`config.mk`:
```
export PLATFORM = sky130hd
export DESIGN_NAME = controle_bateria
export DESIGN_NICKNAME = d
export VERILOG_FILES = /design/src/rtl/controle_bateria.sv
export SDC_FILE = /design/constraint.sdc
export NUM_CORES = 1
export LEC_CHECK = 0
export CORE_UTILIZATION = 25
export DETAILED_ROUTE_END_ITERATION = 6
export DONT_BUFFER_PORTS = 1
export PLACE_DENSITY_LB_ADDON = 0.05
export SYNTH_ARGS = -nofsm -noshare
export SYNTH_HDL_FRONTEND = slang
export SYNTH_SLANG_ARGS = --single-unit
```
`constraint.sdc`:
```
create_clock -name clk -period 2.15 [get_ports clk]
set_input_delay 0.1075 -clock clk [delete_from_list [all_inputs] [get_ports clk]]
set_output_delay 0.1075 -clock clk [all_outputs]
set_load 0.02 [all_outputs]
```
`src/rtl/controle_bateria.sv`:
```
// controle_bateria
// Battery model and controller for the vacuum robot. A discrete charge level
// drains while the robot moves and refills while it is docked. The block drives
// the battery LED bar, which blinks when the charge is low, enables the motors
// and requests a return to the base.
//
// Ports
//   clk              in   system clock, rising edge
//   rst_n            in   synchronous reset, active low
//   ligar            in   power switch (1 = robot on)
//   em_movimento     in   motors commanded to move (drains the battery)
//   carregando       in   robot docked on the charger
//   nivel            out  current charge level, 0..NIVEL_MAX
//   leds             out  LED bar: thermometer of nivel, with blink behaviour
//   bateria_baixa    out  nivel <= LIMIAR_BAIXO
//   retornar_base    out  OPERANDO and battery low
//   motor_habilitado out  1 only in OPERANDO
//   carga_completa   out  CARREGANDO and nivel == NIVEL_MAX
//   o_estado         out  debug view of the FSM state
//                         (0 DESLIGADO, 1 OPERANDO, 2 CARREGANDO, 3 VAZIO)
//
// Handshake: this block has no valid/ready interfaces. The inputs are level
// signals, sampled on every rising edge of clk.
module controle_bateria #(
    parameter int DIV_TICK        = 50000,
    parameter int CICLOS_DESCARGA = 1000,
    parameter int CICLOS_CARGA    = 500,
    parameter int NIVEL_MAX       = 9,
    parameter int LIMIAR_BAIXO    = 2,
    parameter int PISCA_TICKS     = 250
) (
    input  logic                 clk,
    input  logic                 rst_n,
    input  logic                 ligar,
    input  logic                 em_movimento,
    input  logic                 carregando,
    output logic [3:0]           nivel,
    output logic [NIVEL_MAX-1:0] leds,
    output logic                 bateria_baixa,
    output logic                 retornar_base,
    output logic                 motor_habilitado,
    output logic                 carga_completa,
    output logic [1:0]           o_estado
);

    // The level is a 4-bit value, so the LED bar can have at most 15 LEDs.
    if (NIVEL_MAX < 1 || NIVEL_MAX > 15) begin : g_chk_nivel
        $error("controle_bateria: NIVEL_MAX must be in 1..15");
    end

    localparam int ACC_MAX = (CICLOS_DESCARGA > CICLOS_CARGA) ? CICLOS_DESCARGA : CICLOS_CARGA;
    localparam int PW      = $clog2(DIV_TICK + 1);
    localparam int AW      = $clog2(ACC_MAX + 1);
    localparam int BW      = $clog2(PISCA_TICKS + 1);

    localparam logic [PW-1:0] PRESC_FIM   = PW'(DIV_TICK - 1);
    localparam logic [AW-1:0] DESCARGA_FIM = AW'(CICLOS_DESCARGA - 1);
    localparam logic [AW-1:0] CARGA_FIM    = AW'(CICLOS_CARGA - 1);
    localparam logic [BW-1:0] PISCA_FIM    = BW'(PISCA_TICKS - 1);
    localparam logic [3:0]    NMAX         = 4'(NIVEL_MAX);
    localparam logic [3:0]    LIMIAR       = 4'(LIMIAR_BAIXO);

    typedef enum logic [1:0] {
        DESLIGADO  = 2'd0,
        OPERANDO   = 2'd1,
        CARREGANDO = 2'd2,
        VAZIO      = 2'd3
    } estado_t;

    estado_t              r_estado;
    logic [3:0]           r_nivel;
    logic [PW-1:0]        r_presc;
    logic [AW-1:0]        r_acc;
    logic [BW-1:0]        r_pisca_cnt;
    logic                 r_pisca;
    logic [NIVEL_MAX-1:0] r_leds;
    logic                 r_baixa;
    logic                 r_retornar;
    logic                 r_motor;
    logic                 r_completa;

    estado_t              w_proximo;
    logic                 w_tick;
    logic                 w_baixa;
    logic [NIVEL_MAX-1:0] w_termometro;
    logic [NIVEL_MAX-1:0] w_leds;

    assign w_tick  = (r_presc == PRESC_FIM);
    assign w_baixa = (r_nivel <= LIMIAR);

    // Next state. The charger always wins.
    always_comb begin
        w_proximo = r_estado;
        case (r_estado)
            DESLIGADO: begin
                if (carregando)                 w_proximo = CARREGANDO;
                else if (ligar && r_nivel != 0) w_proximo = OPERANDO;
                else if (ligar)                 w_proximo = VAZIO;
            end
            OPERANDO: begin
                if (carregando)        w_proximo = CARREGANDO;
                else if (!ligar)       w_proximo = DESLIGADO;
                else if (r_nivel == 0) w_proximo = VAZIO;
            end
            CARREGANDO: begin
                if (!carregando) begin
                    if (ligar && r_nivel != 0) w_proximo = OPERANDO;
                    else if (ligar)            w_proximo = VAZIO;
                    else                       w_proximo = DESLIGADO;
                end
            end
            VAZIO: begin
                if (carregando)  w_proximo = CARREGANDO;
                else if (!ligar) w_proximo = DESLIGADO;
            end
            default: w_proximo = DESLIGADO;
        endcase
    end

    // LED bar contents for the next output register.
    always_comb begin
        w_termometro = '0;
        for (int i = 0; i < NIVEL_MAX; i++) begin
            w_termometro[i] = (4'(i) < r_nivel);
        end
        w_leds = '0;
        case (r_estado)
            OPERANDO:   w_leds = w_baixa ? (w_termometro & {NIVEL_MAX{r_pisca}}) : w_termometro;
            CARREGANDO: w_leds = w_termometro;
            VAZIO:      w_leds[0] = r_pisca;
            default:    w_leds = '0;
        endcase
    end

    always_ff @(posedge clk) begin
        if (!rst_n) begin
            r_estado    <= DESLIGADO;
            r_nivel     <= NMAX;
            r_presc     <= '0;
            r_acc       <= '0;
            r_pisca_cnt <= '0;
            r_pisca     <= 1'b0;
        end else begin
            r_estado <= w_proximo;
            r_presc  <= w_tick ? '0 : r_presc + 1'b1;

            // The blink runs freely from the base tick, whatever the state.
            if (w_tick) begin
                if (r_pisca_cnt == PISCA_FIM) begin
                    r_pisca_cnt <= '0;
                    r_pisca     <= ~r_pisca;
                end else begin
                    r_pisca_cnt <= r_pisca_cnt + 1'b1;
                end
            end

            if (w_tick && r_estado == OPERANDO && em_movimento) begin
                if (r_acc == DESCARGA_FIM) begin
                    r_acc <= '0;
                    if (r_nivel != 0) r_nivel <= r_nivel - 1'b1;
                end else begin
                    r_acc <= r_acc + 1'b1;
                end
            end else if (w_tick && r_estado == CARREGANDO) begin
                // A full battery holds the accumulator at 0, so charging
                // neither wraps nor banks progress.
                if (r_nivel == NMAX) begin
                    r_acc <= '0;
                end else if (r_acc == CARGA_FIM) begin
                    r_acc   <= '0;
                    r_nivel <= r_nivel + 1'b1;
                end else begin
                    r_acc <= r_acc + 1'b1;
                end
            end

            // A change of state always restarts the accumulator. This
            // assignment overrides any accumulator update made above.
            if (w_proximo != r_estado) r_acc <= '0;
        end
    end

    // Registered outputs, one clock behind estado/nivel.
    always_ff @(posedge clk) begin
        if (!rst_n) begin
            r_leds     <= '0;
            r_baixa    <= 1'b0;
            r_retornar <= 1'b0;
            r_motor    <= 1'b0;
            r_completa <= 1'b0;
        end else begin
            r_leds     <= w_leds;
            r_baixa    <= w_baixa;
            r_retornar <= (r_estado == OPERANDO) && w_baixa;
            r_motor    <= (r_estado == OPERANDO);
            r_completa <= (r_estado == CARREGANDO) && (r_nivel == NMAX);
        end
    end

    assign nivel            = r_nivel;
    assign leds             = r_leds;
    assign bateria_baixa    = r_baixa;
    assign retornar_base    = r_retornar;
    assign motor_habilitado = r_motor;
    assign carga_completa   = r_completa;
    assign o_estado         = r_estado;

endmodule

```
# == Word level (Yosys, flattened, before mapping) ==
# Cells that the tools add are included.
# word_totals
ram_bits,0
word_cells,83
ff_bits,54
n_memories,0
output_inout_bits,19
mem_bits_ro,0
latchBits,0
in_bits,5
# op_classes
addsub,5
n_reduce_logical,15
div_mod_pow,0
mux,27
shifts,0
multipliers,0
eq_ne,12
bitwise,3
n_lt_le_gt_ge,10
# op_table
op,count
$mux 10,5
$mux 4,6
$mux 2,11
$add 16x1->16 const B,1
$eq 16x16->1 const B,1
$lt 3x4->1 const A,4
$pmux 8 s2,1
$add 10x1->10 const B,1
$eq 10x10->1 const B,1
$eq 10x9->1 const B,1
$and 9x9->9,1
$mux 9,1
$add 8x1->8 const B,1
$eq 8x8->1 const B,1
$lt 1x4->1 const A,2
$lt 2x4->1 const A,2
$mux 8,1
$pmux 2 s4,1
$logic_and 1x1->1,6
$reduce_and 5->1,1
$add 4x1->4 const B,1
$eq 2x2->1 const B,2
$eq 4x4->1 const B,1
$le 4x2->1 const B,1
14 further kinds,18

# == Logic depth before layout (Yosys ltp) ==
# logic_depth
depth_word,7
mapped_depth,10
depth_no_buf,8

# == Worst setup path after synthesis ==
# OpenSTA, ideal clock, no wires.
# synth_path
kind,register to register
startpoint,register r_nivel[0] (netlist: nivel[0])
endpoint,register r_acc[3]
synth_period_minus_slack_ps,2392
slack_ps,-242
setup_ps,91
t_arrival_ps,2301
path_stages_with_launch,10
required_time_ps,2059
n_path_buf,1
path_cell_list,dfxtp_1 inv_1 ha_1 nor3b_1 and2_1 o21a_1 a21oi_1 a221o_1 clkbuf_1 a311oi_1
# synth_between
elab_chain_cells,7
word_cells_on_any_way,17
cone_classes,eq/ne (2); mux (11); reduce/logical (4)
# synth_lines
item,line,rtl
"start, declared",71,logic [3:0] r_nivel;
"start signal, assigned",160,if (r_nivel != 0) r_nivel <= r_nivel - 1'b1;
"start signal, assigned",171,r_nivel <= r_nivel + 1'b1;
$logic_not 4->1 / $reduce_bool 4->1 (equally long branches),"103, 97, 107",
$mux 2 / $logic_and 1x1->1 (equally long branches),"103, 97, 107",
"$mux 2, on equally long branches","102, 107, 97",
"$mux 2, on equally long branches","101, 106, 96",
$pmux 2 s4,94,case (r_estado)
$ne 2x2->1,179,if (w_proximo != r_estado) r_acc <= '0;
$reduce_or 2->1 (no source line),n/a,
"end signal, assigned",162,r_acc <= r_acc + 1'b1;
"end signal, assigned",173,r_acc <= r_acc + 1'b1;
"end, declared",73,logic [AW-1:0] r_acc;
# Several ways; a longest one is shown, not always the timed one. The select of a mux whose other input is x is not followed.
# A chain may end at the register's enable or synchronous reset.

# == Worst setup path after layout ==
# layout_path
startpoint,register r_presc[12]
endpoint,register r_nivel[2] (netlist: nivel[2])
# layout_between
elab_chain_cells,5
word_cells_on_any_way,11
cone_classes,eq/ne (4); mux (1); reduce/logical (6)
# layout_lines
item,line,rtl
"start, declared",72,logic [PW-1:0] r_presc;
"start signal, assigned",145,r_presc <= w_tick ? '0 : r_presc + 1'b1;
$eq 16x16->1 *,88,assign w_tick = (r_presc == PRESC_FIM);
$logic_and 1x1->1 (2 in a row),157,if (w_tick && r_estado == OPERANDO && em_movimento) begin
$ne 2x1->1 (no source line) (tied with other cells),n/a,
$reduce_and 5->1 (no source line),n/a,
# Mark *: on every way between the ends. The rest lies on a longest branch, timed or not.

==> metrics.md <==
| Metric | Value |
|---|---|
| Status | `finished, violations left` |
| Violated checks | `setup timing` |
| Setup CP Type | `flop to flop` |
| M1 GR Usage | `18.42%` |
| Antenna violations before repair | `0` |
| Slew @ Worst Pin | `336.9 ps` |
| Post-synth EDFFs | `0` |
| CTS Buffer Depth | `2` |
| Ys flop type | `dfxtp_1` |
| Post-synthesis cell type count | `between 40 and 50` |
| Max Fanout on Critical Path | `3` |
| Max_cap viols | `0` |
| Mean area per synthesized cell | `about 8.6 um^2` |
| Synth area leader | `dfxtp_1` |
| Layout fillers | `approximately 1.1k` |
| Post-layout util | `33.32%` |
| Commonest non-fill, non-tap cells in the layout | `49 x dfxtp_1, 46 x buf_4, 43 x nor2_1` |
| Hold Vio Cnt, Final | `0` |
| Worst Hold Class | `input pin to flop` |
| Max Slew Vio Count | `0` |
| Post-synthesis sequential area ratio | `between 30% and 40%` |
| DR vias/cell | `between 4 and 5` |
| Final instance area | `around 3500 um^2` |
| Layout cells sized above 1 | `between 20 and 25%` |
| Most common cell after layout, fill and taps aside | `dfxtp_1` |
| Most Used Layer, Global Route | `met2` |
| Grt met2 use | `19.53%` |
| Worst skew pair latency | `around 320 ps` |
| Worst endpoint required time | `about 2400 ps` |
| Total GRT Usage | `13.13%` |
| Synth warn | `0` |
| Initial Util | `a little over a quarter` |
| Detail Route Antenna Nets | `0` |
| Number of synthesized register bits | `54` |
| Post-Syn Instances | `between 300 and 400` |
| Area delta synth->final | `27.83%` |
| Final worst setup slack | `-16.99 ps` |
| Drt wl/cell | `approximately 14 um` |
| Grt met3 use | `3.066%` |
| Dpl cell area | `approximately 3200 um^2` |
| DRT Pass-1 Iters | `4` |
| Floorplan row count | `37` |
| Worst IR Drop VDD | `0.2368 mV` |
| Final worst path period need | `about 2200 ps` |
| Die span in x | `106.2 um` |
| Global-route wire length before repair | `about 12000 um` |
| Num Clock Sinks | `54` |
| Pleak | `1.393 nW` |
| Total CTS buffers | `5` |
| IO Pins | `24` |
| N_diodes | `0` |
| Post-DP HPWL | `~5000 um` |
| Vert. Die Dim | `106.2 um` |
| Dpl ws | `-70.05 ps` |
| Largest net degree at the start of global routing | `18` |
| Nets | `approximately 390` |
| Period utilization | `100.8%` |
| Htree depth | `2` |
| Total die area | `~11000 um^2` |
| CP Launch Type | `flop` |
| Worst endpoint data arrival time | `roughly 2400 ps` |
| Finish-stage setup viols | `1` |
| Core area | `around 10000 um^2` |
| Iteration-0 DRC Markers | `91` |
| CTS tree | `done` |
| Total power per unit cell area | `~540 nW/um^2` |
| Max_slew headroom | `between 70% and 80%` |
| Nature of the critical path endpoint | `flop` |
| DR vias | `~2.3k` |
| Asr flop ratio synth | `0%` |
| Synth top area cells | `dfxtp_1 40%, ha_1 6.0%, nor2_1 5.9%, xor2_1 5.2%, xnor2_1 4.5%` |
| Final Skew | `roughly 14 ps` |
| Residual DRC | `0` |
| Gp weighted congestion | `approximately 0.8` |
| Vias in the first global route | `2267` |
| Peak Freq | `about 0.46 GHz` |
| Mapped cell area | `about 2700 um^2` |
| Clock Pin Slew Worst Setup and Hold Paths | `~110 ps` |
| Post-synth top area share | `about 40%` |
| Final wirelength | `7002 um` |
| Clk root buf | `clkbuf_8` |
| I/O Buffers | `0` |
| RSZ-0062 raised after global routing | `true` |
| GRT overflow | `0` |
| Mapped Nets | `around 330` |
worst max-delay path, cell delays in order, from the launching register on:
cell	delay, ps
dfxtp_2	330
or4b_4	560
nor4_4	300
and3_4	250
mux2_4	310
and3_4	160
o21a_1	160
synth_stat cells, types with 5 or more instances:
cell	count
nand3_1	12
ha_1	13
a21oi_1	14
nand2_1	26
xor2_1	16
and3_1	9
xnor2_1	14
o21ai_0	10
inv_1	14
nor2b_1	6
dfxtp_1	54
nand4_1	9
nor2_1	43
clkbuf_1	7
a31oi_1	5
nor3_1	11
power by group:
| part | internal, mW | switching [mW] |
|---|---|---|
| clock network | 0.230 | 0.366 |
| logic | 0.0980 | 0.137 |
| registers | 1.02 | 0.0273 |
| total | 1.35 | 0.530 |
cell type report:
type	count	area (um^2)	share of cell area (%)
multi-input combinational	237	1618	46.61
sequential	54	1087	31.33
timing repair buffer	54	449.2	12.94
tap	136	170.2	4.903
clock buffer	5	68.82	1.983
inverter	15	56.30	1.622
clock inverter	3	21.27	0.6128
cells by family (layout without fill, tap and decap cells):
group                    count (synthesis)  after routing  synth area share (%)
AND/OR/NAND/NOR                        144            144                 28.62
flip-flops                              54             54                 39.82
AO/OA/AOI/OAI                           45             46                 10.37
XOR/XNOR                                30             30                 9.677
buffers and inverters                   24             77                 3.871
adder cells (fa/ha/maj)                 13             13                 5.991
multiplexers                             4              4                 1.659
stage by stage:
| stage | power (mW) | std cells | TNS (ps) | hold slack [ps] |
|---|---|---|---|---|
| 2_1_floorplan | 1.204 | 314 | -516.4 | 286.8 |
| 4_1_cts | 1.927 | 501 | -145.7 | 36.61 |
| 6_report | 1.881 | 504 | -16.99 | 55.87 |
| 3_3_place_gp | 1.281 | 486 | -614.7 | 179.1 |
| 3_5_place_dp | 1.275 | 486 | -285.7 | 178.6 |
| 5_1_grt | 1.996 | 504 | -1940 | 31.80 |
repair_timing:
action,CTS,global route
cloned,1,0
pin swaps,9,9
hold buffers,2,1
endpoints found under the setup margin,15,37
gates resized for setup,15,6
hold endpoints to repair,6,5
setup buffers,5,2
flip-flops by register name, indices dropped and copies added (netlist names):
signal,cells
r_pisca,1
carga_completa,1
bateria_baixa,1
nivel,4
leds,9
motor_habilitado,1
r_acc,10
retornar_base,1
o_estado,2
r_pisca_cnt,8
r_presc,16
final timing paths:
kind / cells after the start / end / from / slack (ps)
min: 3 / r_presc[9] / rst_n / 60
min reg2reg: 1 / r_presc[0] / r_presc[0] / 450
max reg2reg: 6 / nivel[2] / r_presc[12] / -20
max: 6 / nivel[2] / r_presc[12] / -20
metal layers:
metal	vias to the layer above	wire length, um
li1	1191	-
met1	1076	3651
met2	27	3034
met3	8	223
met4	0	93
met5	-	0
No activity file was read; power rests on OpenSTA's default activity.
